### config.mk
export PLATFORM = sky130hd
export DESIGN_NAME = layer_register_bank
export DESIGN_NICKNAME = d
export VERILOG_FILES = /design/src/rtl/layer_register_bank.sv
export SDC_FILE = /design/constraint.sdc
export NUM_CORES = 2
export LEC_CHECK = 0
export BUFFER_PORTS_ARGS = -buffer_cell sky130_fd_sc_hd__buf_2
export CORE_MARGIN = 5
export CORE_UTILIZATION = 50
export DETAILED_ROUTE_END_ITERATION = 10
export MAX_ROUTING_LAYER = met4
export PLACE_DENSITY = 0.72
export SYNTH_ARGS = -nofsm -noshare
export SYNTH_HDL_FRONTEND = slang
export SYNTH_SLANG_ARGS = --single-unit
export TNS_END_PERCENT = 50
### constraint.sdc
create_clock -name clk -period 2.9 [get_ports clk]
set_input_delay 0.435 -clock clk [delete_from_list [all_inputs] [get_ports clk]]
set_output_delay 0.435 -clock clk [all_outputs]
set_load 0.005 [all_outputs]
### src/rtl/layer_register_bank.sv
// Double-buffered per-layer register field: host writes go to a shadow bank,
// and a vsync-aligned sweep copies dirty entries into the active bank.
module layer_register_bank #(
  parameter int DATA_W = 16,
  parameter int LAYERS = 32,
  parameter int ADDR_W = 5
) (
  input  logic                clk,
  input  logic                reset,
  input  logic                wr_en,
  input  logic [ADDR_W-1:0]   wr_addr,
  input  logic [DATA_W-1:0]   wr_data,
  input  logic [DATA_W/8-1:0] wr_be,
  input  logic [ADDR_W-1:0]   shadow_rd_addr,
  output logic [DATA_W-1:0]   shadow_rd_data,
  input  logic                commit_req,
  input  logic                vsync,
  input  logic [ADDR_W-1:0]   rd_addr_a,
  output logic [DATA_W-1:0]   rd_data_a,
  input  logic [ADDR_W-1:0]   rd_addr_b,
  output logic [DATA_W-1:0]   rd_data_b,
  output logic                commit_pending,
  output logic                busy,
  output logic                commit_done,
  output logic                dirty_any
);

  localparam int BYTES = DATA_W / 8;

  typedef enum logic {IDLE, COPY} state_e;

  state_e            state_q;
  logic [ADDR_W-1:0] idx_q;
  logic [DATA_W-1:0] shadow_q [LAYERS];
  logic [DATA_W-1:0] active_q [LAYERS];
  logic [LAYERS-1:0] dirty_q;
  logic [LAYERS-1:0] dirty_d;
  logic [DATA_W-1:0] shadow_wr_d;
  logic              pending_q;
  logic              done_q;
  logic [DATA_W-1:0] rd_a_q;
  logic [DATA_W-1:0] rd_b_q;

  logic wr_hit;
  logic start_copy;
  logic last_idx;

  assign wr_hit     = wr_en && (32'(wr_addr) < LAYERS);
  assign start_copy = (state_q == IDLE) && vsync && (pending_q || commit_req);
  assign last_idx   = (32'(idx_q) == LAYERS - 1);

  always_comb begin
    shadow_wr_d = shadow_q[wr_addr];
    for (int k = 0; k < BYTES; k++) begin
      if (wr_be[k]) shadow_wr_d[8*k +: 8] = wr_data[8*k +: 8];
    end
  end

  // A host write in the same cycle as the copy of that entry keeps it dirty.
  always_comb begin
    dirty_d = dirty_q;
    if (state_q == COPY) dirty_d[idx_q] = 1'b0;
    if (wr_hit) dirty_d[wr_addr] = 1'b1;
  end

  always_ff @(posedge clk or negedge reset) begin
    if (!reset) begin
      state_q   <= IDLE;
      idx_q     <= '0;
      pending_q <= 1'b0;
      done_q    <= 1'b0;
      rd_a_q    <= '0;
      rd_b_q    <= '0;
      dirty_q   <= '0;
      for (int i = 0; i < LAYERS; i++) begin
        shadow_q[i] <= '0;
        active_q[i] <= '0;
      end
    end else begin
      done_q <= 1'b0;
      rd_a_q <= (32'(rd_addr_a) < LAYERS) ? active_q[rd_addr_a] : '0;
      rd_b_q <= (32'(rd_addr_b) < LAYERS) ? active_q[rd_addr_b] : '0;

      case (state_q)
        IDLE: begin
          if (start_copy) begin
            state_q <= COPY;
            idx_q   <= '0;
          end
        end
        COPY: begin
          // Clean entries still cost a cycle so commit latency is fixed.
          if (dirty_q[idx_q]) active_q[idx_q] <= shadow_q[idx_q];
          if (last_idx) begin
            state_q <= IDLE;
            idx_q   <= '0;
            done_q  <= 1'b1;
          end else begin
            idx_q <= idx_q + ADDR_W'(1);
          end
        end
      endcase

      if (start_copy) pending_q <= 1'b0;
      else if (commit_req) pending_q <= 1'b1;

      dirty_q <= dirty_d;
      if (wr_hit) shadow_q[wr_addr] <= shadow_wr_d;
    end
  end

  assign shadow_rd_data = (reset && (32'(shadow_rd_addr) < LAYERS)) ? shadow_q[shadow_rd_addr] : '0;
  assign rd_data_a      = rd_a_q;
  assign rd_data_b      = rd_b_q;
  assign commit_pending = pending_q;
  assign busy           = (state_q == COPY);
  assign commit_done    = done_q;
  assign dirty_any      = |dirty_q;

endmodule

==> impl_metrics.tcl <==
set metrics [dict create \
    first_pass_iters 6 \
    rrSetupSlack_ns 0.05 \
    timing.rr.end "active_q[506]$_DFFE_PN0P_" \
    critical_path_class "flip-flop to output pin" \
    hpwl_microns 126300 \
    syn_inst 4742 \
    dieArea_sq_um 129000 \
    slowest_stage "mux4_2" \
    cp_max_fo 4 \
    tightest_slew_ns 1.225 \
    grt.overflow.total 0 \
    grtUsageMet3_pct 8.456 \
    grt_pass1_wl_microns 304400 \
    layout_setup_ws_ns -0.1535 \
    cts_root_buffer "clkbuf_16" \
    synth_fp_nets 4790 \
    rr_worst_depth 8 \
    port-buffer-count 94 \
    final_core_utilization_pct 58.88 \
    dp.cells 6311 \
    cp_common_cell "mux4_2" \
    ctsHtreeMaxLevel 3 \
    grt_max_degree 171 \
    die_x_microns 359.2 \
    clk_latency_ns 0.76 \
    critical_path.max_stage_delay_ns 0.51 \
    cts_sinks 1096 \
    required_ns 2.47 \
    drt_iter0_drc 6415 \
    period_minus_slack_ns 3.053 \
    via_per_inst 6.813 \
    critPathArrivalTime_ns 2.62 \
    finalNetCount 5070 \
    setup_viol_count_final 16 \
    synth.distinct_cells 50 \
    power_mw 58.90 \
    vias 45980 \
    cts_tree "built" \
    yosys.area.top_type "dfrtp_1" \
    cts_buffers 115 \
    grt_util_all_layers_pct 32.26 \
    dpl_cell_area_sq_um 65060 \
    report.final.slew_viol_count 0 \
    clock_skew_ns 0.02899 \
    syn_area_sq_um 60970 \
    status "complete, but fails checks" \
    drive_gt1_share_pct 37.41 \
    report.final.hold_viol_count 0 \
    async_flop_share_pct 100.0 \
    grt_pass1_vias 46010 \
    synth_common_cells "dfrtp_1 (1096), nand2_1 (623), o21ai_0 (543)" \
    hold_class "primary input to asynchronous set/reset pin" \
    rows 128 \
    final_area_sq_um 71570 \
    post_drt_wl_per_cell_microns 30.69 \
    coreArea_sq_um 121600 \
    tns_ns -1.430 \
    period_share_pct 105.3 \
    synth_ff_type "dfrtp_1" \
    gr-max-usage-layer "met2" \
    die_h_microns 359.2 \
    synth_area_leaders "dfrtp_1 (45%), mux4_2 (20%), mux2i_1 (6.8%)" \
    start_util_pct 50.16 \
    gp_congestion 0.9863 \
    ys_warn_count 0 \
    ant_nets 0 \
    timing.rr.start "idx_q[3]$_DFFE_PN0P_" \
    antenna_found_initial 6 \
    rsz0062_at_grt "true" \
    pin_count 95 \
    ir_drop_mv 0.7078 \
    cp-start-kind "flip-flop" \
    synth_edf_count 0 \
    slew_headroom_pct 18.30 \
    clockBufferDepth 3 \
    dp_slack_ns -0.09754 \
    remaining_drc_errors 0 \
    whs_ns 0.1509 \
    area_growth_pct 17.39 \
    yosysMostFrequentCell "dfrtp_1" \
    end_kind "output pin" \
    synth_top_area_share_pct 44.98 \
    layoutNonFillerInstCount 6749 \
    wirelength_microns 207100 \
    ys_ff_latch 1096 \
    cap_violations 0 \
    clk_pin_slew_ns 0.07 \
    met2_usage_pct 46.61 \
    nFillCells 9303 \
    crit_chain "mux4_2 -> mux4_2 -> a22o_4 -> buf_6" \
    cp_num_buf_inv 1 \
    clock.fmax_ghz 0.3275 \
    ys_seq_area_share_pct 44.98 \
    power_leakage_nw 32.76 \
    power_density_nw_per_um2 822.9 \
    critPathTopFamily "multiplexers" \
    use_met1_pct 41.82 \
    violations "setup timing" \
    avgSynthCellArea_sq_um 12.86 \
]
-- worst max path at each step --
stage	start	endpoint	slack (ns)	cells after the start
finish	shadow_q[83]$_DFFE_PN0P_	shadow_rd_data[3]	-0.15	4
global route	shadow_q[83]$_DFFE_PN0P_	shadow_rd_data[3]	-0.19	4
CTS	shadow_q[19]$_DFFE_PN0P_	shadow_rd_data[3]	-0.18	4
detailed placement	idx_q[0]$_DFFE_PN0P_	active_q[93]$_DFFE_PN0P_	-0.1	8
global placement	idx_q[0]$_DFFE_PN0P_	active_q[381]$_DFFE_PN0P_	-0.03	8
floorplan	shadow_rd_addr[0]	shadow_rd_data[3]	0.004	5
-- worst register-to-register path, cell delays in order (launching register included) --
cell and delay (ns):
dfrtp_1 0.46, buf_4 0.24, nand3_1 0.43, buf_4 0.32
o22ai_1 0.13, nor4_1 0.29, nand2_1 0.26, buf_12 0.25
mux2_4 0.35
-- final cells by class --
class,instances,area (sq um),area share [%]
Multi-Input combinational cell,3170,31590,44.14
Sequential cell,1096,27430,38.33
Timing Repair Buffer,630,6200,8.662
Clock buffer,144,3208,4.482
Tap cell,1625,2033,2.841
Clock inverter,73,1065,1.488
Inverter,9,33.78,0.04720
Antenna cell,2,5.005,0.006993
-- state kept, by name, indices dropped and copies added (netlist names) --
signal	cells
shadow_q	512
rd_data_b	16
idx_q	5
busy	1
rd_data_a	16
active_q	512
commit_done	1
commit_pending	1
dirty_q	32
-- power by group --
part	switching [mW]	leakage (nW)	total, mW	internal (mW)
Combinational	10.7	16.1	20.5	9.79
Sequential	3.06	14.6	21.8	18.7
Clock	6.83	2.06	16.6	9.79
-- repair_timing --
item	CTS	global route
buffers inserted	131	83
hold buffers	3	0
hold endpoints to repair	61	0
gates resized for setup	32	8
cloned	1	1
pin swaps	17	19
setup endpoints to repair	70	434
-- per-layer routing --
layer  part of all wire, %  up-vias
met1                    37    23370
met5                     0        -
met2                    44     3150
met4                   7.1        0
li1                      -    18540
met3                    12      923
-- cell usage in the layout, fill, tap and decap left out, drive strengths merged, types with 53 or more instances in the layout --
master     n
dfrtp   1096
buf      625
a22oi     53
o22ai    155
mux4     534
nand3     71
clkbuf   146
o21ai    543
nand2    623
mux2i    412
mux2     555
-- logic make-up (layout without fill, tap and decap cells) --
logic type / after synthesis / count (layout) / share of synthesized area, %
and+or+nand+nor: 834 / 834 / 6.310
muxes: 1501 / 1501 / 37.55
adders and majority gates: 5 / 5 / 0.1026
buffers and inverters: 476 / 856 / 3.407
DFF: 1096 / 1096 / 44.98
AOI/OAI and AO/OA: 830 / 830 / 7.644
other: 0 / 2 / 0
Power figures use the tool's default switching activity.
